**src/rtl/svpwm_dwell_sequencer.sv**
```systemverilog
// SVPWM dwell-time sequencer: on each falling PWM strobe, waits SETTLE cycles, captures the
// sector inputs, reads two sine values from a shared LUT and computes the t1/t2/t0 dwell times.
module svpwm_dwell_sequencer #(
    parameter int unsigned PERIOD = 2000,
    parameter int unsigned SETTLE = 4
) (
    input  logic        clk,
    input  logic        reset,
    input  logic        synchr_clk,
    input  logic [15:0] amplitude,
    input  logic [9:0]  sin_t1,
    input  logic [9:0]  sin_t2,
    input  logic [3:0]  number_sector,
    output logic        lut_req,
    output logic [9:0]  lut_addr,
    input  logic        lut_gnt,
    input  logic [15:0] lut_data,
    output logic [15:0] t1,
    output logic [15:0] t2,
    output logic [15:0] t0,
    output logic [3:0]  sector_out,
    output logic        valid,
    output logic        ovm,
    output logic        sector_fault,
    output logic        overrun
);

    localparam int unsigned CW = (SETTLE > 1) ? $clog2(SETTLE) : 1;
    localparam logic [CW-1:0] CNT_LAST = CW'(SETTLE - 1);
    localparam logic [16:0] PERIOD_W = 17'(PERIOD);

    typedef enum logic [3:0] {
        ST_IDLE, ST_SETTLE, ST_CAPTURE, ST_RD_T1, ST_WAIT_T1,
        ST_RD_T2, ST_WAIT_T2, ST_CALC, ST_DONE
    } state_t;

    state_t        state;
    logic [CW-1:0] cnt;
    logic          sync1, sync2, hist;
    logic          fall;
    logic [15:0]   amp_q, s1_q, s2_q;
    logic [9:0]    addr2_q;
    logic [3:0]    sec_q;

    logic [31:0]   sh1, sh2;
    logic [15:0]   t1_c, t2_c, t0_c;
    logic [16:0]   sum_c;
    logic          ovm_c;

    assign fall = hist & ~sync2;

    always_comb begin
        sh1   = ({16'b0, amp_q} * {16'b0, s1_q}) >> 13;
        sh2   = ({16'b0, amp_q} * {16'b0, s2_q}) >> 13;
        t1_c  = (sh1[31:16] != '0) ? '1 : sh1[15:0];
        t2_c  = (sh2[31:16] != '0) ? '1 : sh2[15:0];
        sum_c = {1'b0, t1_c} + {1'b0, t2_c};
        t0_c  = '0;
        ovm_c = 1'b1;
        if (sum_c <= PERIOD_W) begin
            // sum fits below PERIOD, so the 16-bit difference is exact
            t0_c  = PERIOD_W[15:0] - sum_c[15:0];
            ovm_c = 1'b0;
        end
    end

    always_ff @(posedge clk) begin
        if (reset) begin
            state        <= ST_IDLE;
            cnt          <= '0;
            sync1        <= 1'b0;
            sync2        <= 1'b0;
            hist         <= 1'b0;
            amp_q        <= '0;
            s1_q         <= '0;
            s2_q         <= '0;
            addr2_q      <= '0;
            sec_q        <= '0;
            lut_req      <= 1'b0;
            lut_addr     <= '0;
            t1           <= '0;
            t2           <= '0;
            t0           <= '0;
            sector_out   <= '0;
            valid        <= 1'b0;
            ovm          <= 1'b0;
            sector_fault <= 1'b0;
            overrun      <= 1'b0;
        end else begin
            sync1 <= synchr_clk;
            sync2 <= sync1;
            hist  <= sync2;
            if (fall && state != ST_IDLE)
                overrun <= 1'b1;

            case (state)
                ST_IDLE: begin
                    if (fall) begin
                        cnt   <= '0;
                        state <= ST_SETTLE;
                    end
                end
                ST_SETTLE: begin
                    if (cnt == CNT_LAST) state <= ST_CAPTURE;
                    else                 cnt   <= cnt + CW'(1);
                end
                ST_CAPTURE: begin
                    // lut_addr doubles as the latched sin_t1
                    amp_q   <= amplitude;
                    sec_q   <= number_sector;
                    addr2_q <= sin_t2;
                    if (number_sector >= 4'd1 && number_sector <= 4'd6) begin
                        lut_req  <= 1'b1;
                        lut_addr <= sin_t1;
                        state    <= ST_RD_T1;
                    end else begin
                        sector_fault <= 1'b1;
                        state        <= ST_DONE;
                    end
                end
                ST_RD_T1: begin
                    if (lut_gnt) begin
                        lut_req <= 1'b0;
                        state   <= ST_WAIT_T1;
                    end
                end
                ST_WAIT_T1: begin
                    s1_q     <= lut_data;
                    lut_req  <= 1'b1;
                    lut_addr <= addr2_q;
                    state    <= ST_RD_T2;
                end
                ST_RD_T2: begin
                    if (lut_gnt) begin
                        lut_req <= 1'b0;
                        state   <= ST_WAIT_T2;
                    end
                end
                ST_WAIT_T2: begin
                    s2_q  <= lut_data;
                    state <= ST_CALC;
                end
                ST_CALC: begin
                    t1         <= t1_c;
                    t2         <= t2_c;
                    t0         <= t0_c;
                    ovm        <= ovm_c;
                    sector_out <= sec_q;
                    valid      <= 1'b1;
                    state      <= ST_DONE;
                end
                ST_DONE: begin
                    valid        <= 1'b0;
                    sector_fault <= 1'b0;
                    state        <= ST_IDLE;
                end
                default: state <= ST_IDLE;
            endcase
        end
    end

endmodule

```
**config.mk**
```make
export PLATFORM = sky130hd
export DESIGN_NAME = svpwm_dwell_sequencer
export DESIGN_NICKNAME = d
export VERILOG_FILES = /design/src/rtl/svpwm_dwell_sequencer.sv
export SDC_FILE = /design/constraint.sdc
export NUM_CORES = 1
export LEC_CHECK = 0
export CORE_AREA = 2 2 193 195
export CTS_CLUSTER_DIAMETER = 80
export DETAILED_ROUTE_END_ITERATION = 8
export DIE_AREA = 0 0 195 197
export GPL_ROUTABILITY_DRIVEN = 1
export PLACE_DENSITY = 0.82
export SKIP_CTS_REPAIR_TIMING = 1
export SYNTH_ARGS = -nofsm -noshare
export SYNTH_HDL_FRONTEND = slang
export SYNTH_SLANG_ARGS = --single-unit
```
**constraint.sdc**
```tcl
create_clock -name clk -period 10.4 [get_ports clk]
set_input_delay 1.04 -clock clk [delete_from_list [all_inputs] [get_ports clk]]
set_output_delay 1.04 -clock clk [all_outputs]
set_load 0.01 [all_outputs]
```
=== Yosys cells after proc, flatten, opt, wreduce, memory -nomap -nowiden ===
Cells that the tools add are included.

* Logic and storage cells: 85
* Memory bits (read-only): 0
* Input port bits: 60
* Bits in latches: 0
* Register bits: 138
* Memories: 0
* Memory bits (writable): 0

* Reductions and logical operators: 17
* Shift operators: 0
* $add $sub $neg: 3
* Div/mod/pow operators: 0
* Bitwise operators: 2
* Magnitude comparators: 3
* Equality and inequality tests: 17
* Multiplexer cells: 21
* $mul: 2

{| class="wikitable"
|+ Operators with widths
! cell !! count
|-
| 16-bit by 16-bit multiplier with 32-bit output || 2
|-
| 16-bit 2-to-1 mux || 3
|-
| 4-bit case mux with 8 select lines || 1
|-
| 16-bit nonzero test || 2
|-
| 4-bit 2-to-1 mux || 5
|-
| 10-bit case mux with 2 select lines || 1
|-
| 16-bit by 16-bit adder with 17-bit output || 1
|-
| 17-bit by 11-bit <= comparator with 1-bit output (second input constant) || 1
|-
| 4-bit by 3-bit == test with 1-bit output (second input constant) || 4
|-
| 11-bit by 16-bit subtractor with 16-bit output (first input constant) || 1
|-
| 2-bit inequality test (second input constant) || 7
|-
| 10-bit 2-to-1 mux || 1
|-
| 4-bit by 2-bit == test with 1-bit output (second input constant) || 2
|-
| 2-bit nonzero test || 4
|-
| 3-bit AND reduction || 2
|-
| 4-bit by 1-bit == test with 1-bit output (second input constant) || 1
|-
| 4-bit == test (second input constant) || 1
|-
| 4-bit by 1-bit greater-or-equal comparator with 1-bit output (second input constant) || 1
|-
| 4-bit by 3-bit <= comparator with 1-bit output (second input constant) || 1
|-
| 4-bit zero test || 1
|-
| 1-bit 2-to-1 mux || 4
|-
| 2-bit 2-to-1 mux || 2
|-
| 1-bit case mux with 2 select lines || 2
|-
| 2-bit case mux with 2 select lines || 1
|-
| 12 further kinds || 14
|}

=== Depth between registers and ports, before layout ===
* Depth after elaboration: 6
* Depth in mapped cells: 38
* Mapped depth without buffers: 34

=== Least setup slack after synthesis ===
Ideal clock, no wire load.

* Path kind: reg2reg
* Start: reg s2_q[9]
* End: reg t0[10]
* Arrival time: 8.397 ns
* Data required time: 10.281 ns
* Setup slack: 1.883 ns
* Clock period less this slack: 8.517 ns
* Setup time: 0.119 ns
* Stages on the path, launching flop included: 36
* Path through: dfxtp_1 > clkbuf_1 > clkbuf_1 > nand2_1 > fa_1 > inv_1 > fa_1 > inv_1 > fa_1 > inv_1 > fa_1 > fa_1 > inv_1 > fa_1 > inv_1 > ha_1 > a21o_1 > o31ai_2 > o2111ai_1 > nor4b_1 > or3_4 > a211oi_4 > buf_4 > nand2_1 > ha_1 > fa_1 > inv_1 > ha_1 > and4b_1 > a21oi_1 > and3_1 > o21a_1 > nand4_1 > nand4_1 > buf_2 > o21ai_1

* Longest elaborated chain between the ends: 6
* Elaborated cells between the ends (all ways): 7
* Classes of those cells: 2 x add/sub; 1 x mul; 1 x order compare; 2 x mux; 1 x reduce/logical

{| class="wikitable"
|+ Ends and longest elaborated chain
! item !! line !! RTL
|-
| from (decl) || 41 || <nowiki>logic [15:0] amp_q, s1_q, s2_q;</nowiki>
|-
| from (signal assigned) || 140 || <nowiki>s2_q <= lut_data;</nowiki>
|-
| 16-bit by 16-bit multiplier with 32-bit output (*) || 54 || <nowiki>sh2 = ({16'b0, amp_q} * {16'b0, s2_q}) >> 13;</nowiki>
|-
| 16-bit nonzero test || 56 || <nowiki>t2_c = (sh2[31:16] != '0) ? '1 : sh2[15:0];</nowiki>
|-
| 16-bit 2-to-1 mux (*) || 56 ||
|-
| net t2_c[0] || 46 || <nowiki>logic [15:0] t1_c, t2_c, t0_c;</nowiki>
|-
| 16-bit by 16-bit adder with 17-bit output (*) || 57 || <nowiki>sum_c = {1'b0, t1_c} + {1'b0, t2_c};</nowiki>
|-
| 11-bit by 16-bit subtractor with 16-bit output / 17-bit by 11-bit <= comparator with 1-bit output (equally long branches) || 62, 60 ||
|-
| 16-bit 2-to-1 mux (*) || 60 || <nowiki>if (sum_c <= PERIOD_W) begin</nowiki>
|-
| to (signal assigned) || 146 || <nowiki>t0 <= t0_c;</nowiki>
|-
| to (decl) || 20 || <nowiki>output logic [15:0] t0,</nowiki>
|}

Mark *: on every way through the listed nets, which the timed path passes. The rest lies on a longest branch.
A chain may end at the register's enable or synchronous reset.

=== Final worst setup path ===
* Start: reg amp_q[12]
* End: reg t0[3]

* Longest elaborated chain between the ends: 6
* Elaborated cells between the ends (all ways): 10
* Classes of those cells: 2 x add/sub; 2 x mul; 1 x order compare; 3 x mux; 2 x reduce/logical

{| class="wikitable"
|+ Ends and longest elaborated chain
! item !! line !! RTL
|-
| from (decl) || 41 ||
|-
| from (signal assigned) || 109 || <nowiki>amp_q <= amplitude;</nowiki>
|-
| 16-bit by 16-bit multiplier with 32-bit output (*) || 53 || <nowiki>sh1 = ({16'b0, amp_q} * {16'b0, s1_q}) >> 13;</nowiki>
|-
| 16-bit nonzero test || 55 || <nowiki>t1_c = (sh1[31:16] != '0) ? '1 : sh1[15:0];</nowiki>
|-
| 16-bit 2-to-1 mux (*) || 55 ||
|-
| net t1_c[1] || 46 ||
|-
| 16-bit by 16-bit adder with 17-bit output (*) || 57 ||
|-
| 11-bit by 16-bit subtractor with 16-bit output / 17-bit by 11-bit <= comparator with 1-bit output (equally long branches) || 62, 60 ||
|-
| 16-bit 2-to-1 mux (*) || 60 ||
|}

Marks and branches as above.

==> impl_metrics.json <==
{
  "root_buffer": "clkbuf_16",
  "cp_max_fo": 15,
  "p_per_area_nw_per_um2": 51.0,
  "p_total_uw": 1260,
  "async_flop_share": 0,
  "dr.pass1.iters": 6,
  "endpoint_kind": "register",
  "final_area_um2": 24700,
  "synth_common_cells": "nand2_1 (506), inv_1 (453), fa_1 (387), and2_1 (246), ha_1 (220)",
  "ys_seq_area_frac": 0.122,
  "max_cap_violations": 0,
  "rows": 70,
  "start_kind": "register",
  "clockBufferDepth": 2,
  "initial_utilization": 0.623,
  "grt_pass1_vias": 19920,
  "syn-cell-area_um2": 22600,
  "antenna_found_initial": 0,
  "core_area_um2": 36300,
  "critPathKind": "register to register",
  "syn_to_final_growth_pct": 9.54,
  "wl_um": 59700,
  "cpMaxStageDelayCell": "dfxtp_1",
  "ant_nets": 0,
  "synth_area_per_cell_um2": 8.51,
  "synth_edf_count": 0,
  "drc": 0,
  "fmax_ghz": 0.101,
  "wl_per_cell_um": 18.8,
  "critical_path_buf_inv_count": 5,
  "fin_crit_ns": 9.91,
  "required_ns": 10.76,
  "synthTopCellsByArea": "fa_1 (34%), dfxtp_1 (12%), ha_1 (12%)",
  "die_y_um": 197,
  "critPathMaxStageDelay_ns": 0.80,
  "diodes": 0,
  "tightest_slew_ns": 1.10,
  "syn_inst": 2654,
  "drv_slew": 0,
  "track_usage": 0.330,
  "yosys_warnings": 0,
  "synth_most_common_cell": "nand2_1",
  "drive_above_1_share": 0.0383,
  "critPathMostFrequentCell": "fa_1",
  "synth-main-ff-cell": "dfxtp_1",
  "crit_family": "adder cells",
  "outcome": "completed",
  "placed_area_um2": 24200,
  "cp.arrival_ns": 10.27,
  "synth-seq-cells": 138,
  "die_x_um": 195,
  "n_fill_cell": 2891,
  "clock-sinks": 138,
  "htreeDepth": 4,
  "crit_start": "amp_q[12]$_SDFFE_PP0P_",
  "grt_max_degree": 94,
  "port_buffers": 126,
  "grt_pass1_wl_um": 99700,
  "post-route-util": 0.682,
  "post-place-ws_ns": 0.624,
  "synth_top_cell_area_share": 0.343,
  "ys_types": 73,
  "hold_class": "register to register",
  "skew_ns": 0.0108,
  "ir_worst_vdd_mv": 0.122,
  "relSlewSlack": 0.268,
  "numCtsBuffers": 17,
  "hold_start": "sync1$_SDFF_PP0_",
  "dr.first_iter.drc_count": 1411,
  "r2r-start": "amp_q[12]$_SDFFE_PP0P_",
  "cts.clk_slew.worst_paths_ns": 0.06,
  "viasPerCell": 5.85,
  "gp_routability_congestion": 0.963,
  "fin_crit_sh": 0.953,
  "nets": 3368,
  "hold_slack_ns": 0.446,
  "synth_top_cell_by_area": "fa_1",
  "fin_ws_ns": 0.492,
  "grt-ovfl-total": 0,
  "insertion_delay_ns": 0.45,
  "synth_nets": 3321,
  "setup_viol": 0,
  "cellLeakagePower_uw": 0.0121,
  "fp.dieArea_um2": 38400,
  "dp_hpwl_um": 46900,
  "boundaryPins": 127,
  "vias": 18606,
  "cts_tree": "yes",
  "hold_violations": 0
}
==> final cells by class <==
cell class | instances | area [µm²] | area share
sequential | 138 | 2770 | 0.112
inverter | 453 | 1700 | 0.0688
tap | 468 | 586 | 0.0237
multi-input combinational | 1926 | 17600 | 0.711
clock buffer | 19 | 433 | 0.0175
timing repair buffer | 165 | 1550 | 0.0627
clock inverter | 13 | 118 | 0.00476
==> flip-flops by register name (all words and copies together), names as in the netlist, 2 cells and up <==
name	flops
amp_q	16
t1	16
cnt	2
state	4
t0	16
addr2_q	10
s2_q	16
t2	16
sec_q	4
lut_addr	10
s1_q	16
sector_out	4
==> cell usage in the layout (no fill, tap or decap), types with 24 or more instances in the layout <==
cell	instances
nand2_1	506
clkdlybuf4s50_1	125
dfxtp_1	136
a21o_1	24
fa_1	387
and2_1	246
inv_1	453
o21ai_0	61
ha_1	220
a21oi_1	126
a31oi_1	29
nor2_1	55
buf_4	40
xnor2_1	35
==> where the power goes <==
| part | total [µW] | internal [µW] | switching [µW] |
|---|---|---|---|
| sequential | 563 | 539 | 23.7 |
| combinational | 103 | 43.9 | 59.4 |
| clock | 596 | 330 | 266 |
==> through the flow <==
stage               setup TNS (ns)  cells
global placement                 0   3150
floorplan                        0   2654
detailed placement               0   3150
global route              -0.00937   3182
CTS                              0   3182
finish                           0   3182
==> final timing paths <==
| kind | to | cells after the start | slack (ns) |
|---|---|---|---|
| setup / recovery | t0[3]$_SDFFE_PP0N_ | 29 | 0.49 |
| hold / removal | sync2$_SDFF_PP0_ | 1 | 0.45 |
| setup reg to reg | t0[3]$_SDFFE_PP0N_ | 29 | 0.49 |
| hold reg to reg | sync2$_SDFF_PP0_ | 1 | 0.45 |
==> metal layers <==
layer	wire length, µm	GRT usage
met5	0	0
met4	2910	0.158
met3	5520	0.0637
met2	28500	0.552
met1	22700	0.415
==> cell families (layout without fill, tap and decap cells) <==
logic type | after synthesis | count (layout) | synth area share
AND/OR/NAND/NOR | 912 | 912 | 0.190
adder cells (fa/ha/maj) | 607 | 607 | 0.465
buffers and inverters | 590 | 650 | 0.0994
AO/OA/AOI/OAI | 349 | 349 | 0.100
flip-flops | 138 | 138 | 0.122
XOR/XNOR | 55 | 55 | 0.0213
multiplexers | 3 | 3 | 0.00155
Power figures use the tool's default switching activity.
